`src/rtl/alu_wb_stage.sv`:
```
// Writeback stage for the 4-bit ALU: register file, Z/N/V flags, overflow counter and clear sequencer.
// Optional same-cycle write-through forwarding on both read ports when WB_BYPASS_EN is defined.
module alu_wb_stage #(
    parameter int DATA_W = 4,
    parameter int ADDR_W = 3,
    parameter int CNT_W  = 8
) (
    input  logic              clk,
    input  logic              rst_n,
    input  logic              in_valid,
    output logic              in_ready,
    input  logic [ADDR_W-1:0] in_rd,
    input  logic [DATA_W-1:0] in_data,
    input  logic              in_err,
    input  logic [1:0]        in_op,
    input  logic              clr_req,
    output logic              clr_busy,
    input  logic [ADDR_W-1:0] rs1_addr,
    output logic [DATA_W-1:0] rs1_data,
    input  logic [ADDR_W-1:0] rs2_addr,
    output logic [DATA_W-1:0] rs2_data,
    output logic              flag_z,
    output logic              flag_n,
    output logic              flag_v,
    output logic [CNT_W-1:0]  ovf_cnt
);

    localparam int NREG = 2 ** ADDR_W;

    localparam logic [0:0] ST_IDLE  = 1'b0;
    localparam logic [0:0] ST_CLEAR = 1'b1;

    logic [DATA_W-1:0] regs [NREG];
    logic [0:0]        state;
    logic [ADDR_W-1:0] ptr;
    logic              accept;
    logic              arith_op;
    logic [DATA_W-1:0] rd1_arr;
    logic [DATA_W-1:0] rd2_arr;

    function automatic logic [CNT_W-1:0] sat_inc(input logic [CNT_W-1:0] v);
        return (&v) ? v : v + 1'b1;
    endfunction

    assign in_ready = (state == ST_IDLE);
    assign clr_busy = (state == ST_CLEAR);
    assign accept   = in_valid && in_ready;
    assign arith_op = ~in_op[1];

    // A clear request wins over the write's flag/counter update on the same edge;
    // the register write itself still lands and is wiped later by the sweep.
    always_ff @(posedge clk or negedge rst_n) begin
        if (!rst_n) begin
            for (int i = 0; i < NREG; i++) regs[i] <= '0;
            state   <= ST_IDLE;
            ptr     <= '0;
            flag_z  <= 1'b0;
            flag_n  <= 1'b0;
            flag_v  <= 1'b0;
            ovf_cnt <= '0;
        end else begin
            case (state)
                ST_IDLE: begin
                    if (accept && (in_rd != '0)) regs[in_rd] <= in_data;
                    if (clr_req) begin
                        state   <= ST_CLEAR;
                        ptr     <= {{(ADDR_W-1){1'b0}}, 1'b1};
                        flag_z  <= 1'b0;
                        flag_n  <= 1'b0;
                        flag_v  <= 1'b0;
                        ovf_cnt <= '0;
                    end else if (accept) begin
                        flag_z <= (in_data == '0);
                        flag_n <= in_data[DATA_W-1];
                        if (arith_op) begin
                            flag_v <= in_err;
                            if (in_err) ovf_cnt <= sat_inc(ovf_cnt);
                        end
                    end
                end
                default: begin
                    regs[ptr] <= '0;
                    ptr       <= ptr + 1'b1;
                    if (ptr == '1) state <= ST_IDLE;
                end
            endcase
        end
    end

    assign rd1_arr = (rs1_addr == '0) ? '0 : regs[rs1_addr];
    assign rd2_arr = (rs2_addr == '0) ? '0 : regs[rs2_addr];

`ifdef WB_BYPASS_EN
    assign rs1_data = (accept && (in_rd != '0) && (rs1_addr == in_rd)) ? in_data : rd1_arr;
    assign rs2_data = (accept && (in_rd != '0) && (rs2_addr == in_rd)) ? in_data : rd2_arr;
`else
    assign rs1_data = rd1_arr;
    assign rs2_data = rd2_arr;
`endif

endmodule

```
`config.mk`:
```
export PLATFORM = sky130hd
export DESIGN_NAME = alu_wb_stage
export DESIGN_NICKNAME = d
export VERILOG_FILES = /design/src/rtl/alu_wb_stage.sv
export SDC_FILE = /design/constraint.sdc
export NUM_CORES = 1
export LEC_CHECK = 0
export CAP_MARGIN = 0
export CORE_UTILIZATION = 54
export DETAILED_ROUTE_END_ITERATION = 10
export PLACE_DENSITY = 0.9
export RECOVER_POWER = 50
export SYNTH_ARGS = -nofsm -noshare
export SYNTH_HDL_FRONTEND = slang
export SYNTH_SLANG_ARGS = --single-unit
```
`constraint.sdc`:
```
create_clock -name clk -period 2.6 [get_ports clk]
set_input_delay 0.78 -clock clk [delete_from_list [all_inputs] [get_ports clk]]
set_output_delay 0.78 -clock clk [all_outputs]
set_load 0.01 [all_outputs]
```
==> run_results.csv, run 1 <==
group,metric,value,unit
cts,root_buffer,"clkbuf_8",
sta,finClkSkew,0.00839,ns
cts,htree_num_levels,2,
global_route,grt_use_met3,5.56,%
sta,period_share,99.2,%
critical_path,cp_num_buf_inv,2,
sta,fmax,388,MHz
routing,drt-pass1-iter-count,6,
global_route,grt_pass1_wl,11700,µm
floorplan,die-area,5260,µm²
synth,syn_nets,320,
final_layout,antenna_cells,0,
sta,slew_headroom,16.9,%
cts,cts.sinks,47,
synth,syn_avg_cell_area,9.05,µm²
sta,min_period,2.58,ns
critical_path,cp_top_family,"multiplexers",
floorplan,start_util,56.5,%
final_layout,utilization,72.3,%
global_route,grt_overflow_total,0,
worst_hold_path,hold_class,"reg2reg",
sta,slew_violations,0,
global_route,grt_max_degree,24,
job,drv_cap,0,
place,place_area,3230,µm²
power,powerDensity,759,nW/µm²
critical_path,path_cells,"clkbuf_4 -> mux4_2 -> nor2_2 -> a221oi_2 -> buf_2",
final_layout,design_area,3440,µm²
place,dp_hpwl,5140,µm
critical_path,slowest_delay,0.52,ns
cts,cts_inserted_buffers,5,
synth,synth_area,2690,µm²
final_layout,nFillCells,368,
final_layout,areaGrowthSynthToFinish,28.0,%
power,peakVddDrop,514,µV
cts,clock_latency,0.30,ns
cts,path_clk_slew,0.08,ns
place,numPortBuffers,39,
critical_path,worstPathArrival,1.80,ns
outcome,status,"completed",
critical_path,cp.depth,5,
global_route,top_usage_layer,"met2",
routing,route.detailed.drc,0,
synth,ys_seq_area_share,43.8,%
floorplan,coreArea,4750,µm²
critical_path,worstPathRequired,1.82,ns
sta,grt_setup_unrepaired,"yes",
synth,dominantRegCellSynth,"dfrtp_1",
synth,synth_top_area_share,43.8,%
sta,layout_setup_ws,0.0214,ns
critical_path,reg2reg_depth,5,
routing,drtIter0Drc,94,
global_route,met2_usage,50.5,%
synth,synth_top_cell_by_area,"dfrtp_1",
power,leakage,1.51,nW
sta,hold_viol_final,0,
floorplan,die_h,72.5,µm
synth,ys_top_cells_by_count,"nand2_1 (53), o21ai_0 (50), dfrtp_1 (47)",
floorplan,fp-row-count,25,
floorplan,dieWidth,72.5,µm
final_layout,drive_gt1_share,20.5,%
synth,synthArstFlopShare,100,%
power,power.total,2.61,mW
cts,cts_max_path_buffers,2,
critical_path,slowest_stage,"mux4_2",
synth,synth_area_leaders,"dfrtp_1 (44%), o21ai_0 (9.3%), nand2_1 (7.4%), mux4_2 (6.7%), nor2b_1 (4.0%)",
sta,setup_violations,0,
final_layout,nNetsFinal,378,
synth,synth_edf_count,0,
place,gp_congestion,0.917,
critical_path,start_kind,"input port",
cts,cts_hold_buf,0,
global_route,use_met1,36.2,%
routing,ant_nets,0,
floorplan,io_pins,41,
critical_path,endpoint_kind,"primary output",
routing,wl_per_cell,17.0,µm
place,pre_cts_ws,-0.844,ns
synth,netlist_instances,297,
synth,synth_cell_types,40,
cts,tritoncts,"done",
routing,via_count,2580,
routing,via_per_inst,6.10,
routing,routed_wl,7190,µm
synth,synth_warnings,0,
worst_hold_path,hold_depth,2,
critical_path,worstPathMaxFanout,7,
synth,synth_seq_cells,47,
global_route,track_usage,29.6,%
synth,yosysMostFrequentCell,"nand2_1",
global_route,antenna_found_initial,0,
critical_path,critical_path_class,"in2out",
global_route,grt_pass1_vias,2406,
sta,worst_slew_pin_slew,1.25,ns
## final timing paths
path | from | end | slack (ns)
min reg2reg | flag_v | flag_v | 0.51
max reg2reg | clr_busy | regs[5] | 0.94
max | rs1_addr[0] | rs1_data[2] | 0.02
min | flag_v | flag_v | 0.51
min in group asynchronous | rst_n | regs[13] | 0.72
max in group asynchronous | rst_n | flag_n | 0.64
## per-layer routing
metal | vias up | wire, µm
li1 | 1194 | -
met1 | 1260 | 2850
met2 | 103 | 3750
met3 | 23 | 366
met4 | 0 | 230
met5 | - | 0
## area by class of cell
| type | count | area, µm² | share of cell area (%) |
|---|---|---|---|
| Multi-Input combinational cell | 227 | 1490 | 43.2 |
| Sequential cell | 47 | 1180 | 34.2 |
| Timing Repair Buffer | 62 | 561 | 16.3 |
| Tap cell | 67 | 83.8 | 2.44 |
| Clock buffer | 5 | 68.8 | 2.00 |
| Inverter | 12 | 45.0 | 1.31 |
| Clock inverter | 3 | 20.0 | 0.582 |
## placed cells by master, fill, tap and decap left out, types with 2 or more instances in the layout
cell type | Yosys | final
nand3_1 | 19 | 19
nor4_1 | 3 | 3
clkbuf_2 | 2 | 2
o21ai_2 | 0 | 7
nand4_1 | 4 | 4
inv_1 | 12 | 12
mux2i_1 | 9 | 9
clkdlybuf4s50_1 | 0 | 23
a21oi_1 | 4 | 3
or2_2 | 2 | 2
a211o_1 | 2 | 2
a221oi_2 | 0 | 5
a221o_1 | 2 | 2
nor3_1 | 7 | 7
dfrtp_1 | 47 | 47
clkbuf_1 | 4 | 4
o21ai_0 | 50 | 38
a21o_1 | 2 | 2
nor2_2 | 0 | 4
buf_12 | 0 | 2
clkinvlp_4 | 0 | 2
buf_2 | 3 | 8
nor2b_1 | 17 | 16
a221oi_1 | 8 | 3
o21ai_1 | 2 | 7
nand2_1 | 53 | 53
mux4_2 | 8 | 8
ha_1 | 3 | 3
or4_1 | 2 | 2
and2_1 | 3 | 2
buf_6 | 0 | 6
nor2_1 | 13 | 9
clkbuf_8 | 0 | 5
buf_4 | 2 | 13
## kinds of logic after synthesis
group / after synthesis / share of synthesized area, %
compound gates: 76 / 16.9
fa+ha+maj: 3 / 1.40
buf+inv: 23 / 3.72
flops: 47 / 43.8
mux: 18 / 10.5
simple gates: 130 / 23.7
## state kept, by name, summed over array words and instances, names as in the netlist
register	count
regs	32
ovf_cnt	8
ptr	3
clr_busy	1
flag_n	1
flag_v	1
flag_z	1
## report_power, final
group / leakage, nW / total, mW / switching (mW) / internal [mW]
clock: 0.0402 / 0.433 / 0.246 / 0.187
sequential: 0.629 / 1.20 / 0.256 / 0.946
combinational: 0.841 / 0.976 / 0.514 / 0.462
total: 1.51 / 2.61 / 1.02 / 1.59
## metrics by stage
step                hold slack (ns)  instances  setup TNS [ns]
floorplan                     0.477        297               0
global placement              0.481        406           -6.44
detailed placement            0.495        406           -6.61
CTS                           0.461        424               0
global route                  0.549        423         -0.0440
finish                        0.508        423               0
## tightest hold or removal path, cell delays in order (launching register included)
cell	delay [ns]
dfrtp_1	0.36
nand2_1	0.05
nand2_1	0.06
## timing repair
| item | CTS | global route |
|---|---|---|
| resized for setup | 70 | 29 |
| cloned | 1 | 0 |
| endpoints found under the setup margin | 8 | 8 |
| buffers inserted | 9 | 0 |
| pin swaps | 10 | 10 |
No activity file was read; power rests on OpenSTA's default activity.
==> inputs of run 2 (changes only) <==
CORE_MARGIN = 2   (was default)
CTS_BUF_LIST = sky130_fd_sc_hd__clkbuf_4 sky130_fd_sc_hd__clkbuf_8 sky130_fd_sc_hd__clkbuf_16   (was default)
TNS_END_PERCENT = 100   (was default)
==> run 2 against run 1 <==
- the run now ends with negative setup slack left
- clock skew is 0.0022 ns lower
- largest cell class unchanged
- first-iteration DRC count grew 64%
- fmax shrank 2.7%
- critical endpoint unchanged
==> run_results.csv, run 2 (same netlist as run 1, synthesis figures left out) <==
group,metric,value,unit
outcome,status,"complete, but fails checks",
outcome,violations,"negative setup slack",
critical_path,cp-endpoint,"rs1_data[2]",
routing,via_per_inst,5.98,
final_layout,top_regs,"regs: 32 flops, ovf_cnt: 8 flops, ptr: 3 flops",
place,gp_congestion,0.904,
sta,grt_setup_unrepaired,"yes",
global_route,grt_pass1_vias,2472,
global_route,antenna_found_initial,0,
critical_path,slowest_delay,0.37,ns
global_route,use_met1,35.8,%
cts,path_clk_slew,0.09,ns
critical_path,reg2reg_depth,4,
sta,finClkSkew,0.00620,ns
final_layout,antenna_cells,0,
floorplan,die-area,5560,µm²
cts,tritoncts,"done",
power,leakage,1.54,nW
critical_path,cp_num_buf_inv,3,
final_layout,mostFrequentLayoutCell,"nand2_1",
sta,worst_slew_pin_slew,1.13,ns
power,peakVddDrop,616,µV
critical_path,worstReg2RegStart,"clr_busy",
routing,ant_nets,0,
sta,layout_setup_ws,-0.0499,ns
critical_path,r2r_end,"ovf_cnt[3]",
critical_path,critical_path_class,"in2out",
routing,routed_wl,7360,µm
worst_hold_path,hold_class,"reg2reg",
sta,hold_viol_final,0,
critical_path,slowest_stage,"dlygate4sd2_1",
place,dp_hpwl,5090,µm
power,powerDensity,799,nW/µm²
cts,cts.sinks,47,
routing,wl_per_cell,17.5,µm
global_route,met2_usage,47.3,%
critical_path,cp.depth,5,
global_route,grt_overflow_total,0,
cts,cts_max_path_buffers,2,
floorplan,die_h,74.5,µm
critical_path,worstPathRequired,1.82,ns
floorplan,dieWidth,74.5,µm
place,numPortBuffers,39,
floorplan,fp-row-count,25,
critical_path,start_kind,"input port",
routing,drt-pass1-iter-count,4,
critical_path,worstPathMaxFanout,8,
final_layout,stdcell_count,421,
job,drv_cap,0,
routing,via_count,2516,
place,pre_cts_ws,-0.831,ns
global_route,top_usage_layer,"met2",
final_layout,drive_gt1_share,22.3,%
final_layout,nNetsFinal,376,
sta,fmax,377,MHz
final_layout,regMostFlops,"regs",
cts,cts_inserted_buffers,5,
cts,clock_latency,0.31,ns
sta,setup_violations,3,
global_route,grt_max_degree,28,
sta,slew_headroom,25.0,%
critical_path,regToRegSetupSlack,0.88,ns
global_route,grt_use_met3,5.56,%
place,placedCellCount,405,
final_layout,final_cell_mix,"nand2_1 (51), dfrtp_1 (47), o21ai_0 (38)",
final_layout,largest_register_ffs,32,
global_route,track_usage,28.3,%
critical_path,endpoint_kind,"primary output",
final_layout,areaGrowthSynthToFinish,32.7,%
cts,root_buffer,"clkbuf_8",
floorplan,io_pins,41,
routing,route.detailed.drc,0,
sta,min_period,2.65,ns
floorplan,start_util,56.5,%
global_route,grt_pass1_wl,11700,µm
critical_path,worstPathArrival,1.87,ns
cts,htree_num_levels,2,
sta,slew_violations,0,
floorplan,coreArea,4750,µm²
sta,period_share,102,%
routing,drtIter0Drc,154,
critical_path,setup.worst_path.start,"rs1_addr[2]",
critical_path,cp_top_family,"buffers and inverters",
critical_path,path_cells,"dlygate4sd2_1 -> buf_6 -> nor2_1 -> a221oi_1 -> buf_2",
[run 2: cell count changes in the layout (fill, tap and decap cells not counted), sizes merged]
cell	previous run	this run
clkbuf	12	9
bufinv	0	2
clkinv	1	0
clkinvlp	2	1
dlygate4sd2	0	1
[run 2: worst register-to-register path, stage by stage (launching register included)]
cell and delay [ns]:
dfrtp_1 0.60, and2b_1 0.28, nand3_1 0.27, nor2_1 0.13, a221o_1 0.33
[run 2: layout make-up]
class	count	area [µm²]
Clock buffer	5	68.8
Multi-Input combinational cell	227	1540
Sequential cell	47	1180
Fill cell	319	1190
Tap cell	67	83.8
Clock inverter	3	67.6
Inverter	12	45.0
Timing Repair Buffer	60	582
[run 2: worst min path at each step]
stage	slack, ns	startpoint	depth (start not counted)	to
2_1_floorplan	0.48	rst_n	0	clr_busy
3_3_place_gp	0.47	flag_v	2	flag_v
3_5_place_dp	0.47	flag_v	2	flag_v
4_1_cts	0.44	rst_n	1	flag_v
5_1_grt	0.51	flag_v	2	flag_v
6_report	0.50	flag_v	2	flag_v
[run 2: what timing repair did]
action | CTS | global route
pin swaps | 9 | 12
endpoints found under the setup margin | 8 | 8
buffers inserted | 7 | 1
hold buffers | 0 | 0
endpoints found under the hold margin | 0 | 0
gates cloned | 3 | 0
resized for setup | 87 | 30
[run 2: power breakdown]
group	total, mW	switching [mW]	internal (mW)
combinational	0.988	0.508	0.480
sequential	1.23	0.284	0.945
clock	0.632	0.249	0.383
total	2.85	1.04	1.81
[run 2: stage by stage]
step / hold slack [ns] / power [mW] / TNS, ns / util (%) / cell area [µm²]
after floorplan: 0.477 / 1.69 / 0 / - / 2690
after global placement: 0.469 / 2.08 / -6.38 / 68.1 / 3240
after detailed placement: 0.467 / 2.12 / -6.39 / 68.1 / 3240
after CTS: 0.444 / 2.80 / -0.0397 / 74.4 / 3540
after global routing: 0.509 / 3.02 / -0.171 / 75.0 / 3570
final: 0.501 / 2.85 / -0.0889 / 75.0 / 3570
[run 2: layer usage]
| metal | wire (µm) | share of wire [%] | vias up |
|---|---|---|---|
| met1 | 3020 | 41 | 1222 |
| met5 | 0 | 0 | - |
| met2 | 3800 | 52 | 96 |
| met4 | 131 | 1.8 | 0 |
| li1 | - | - | 1185 |
| met3 | 404 | 5.5 | 13 |
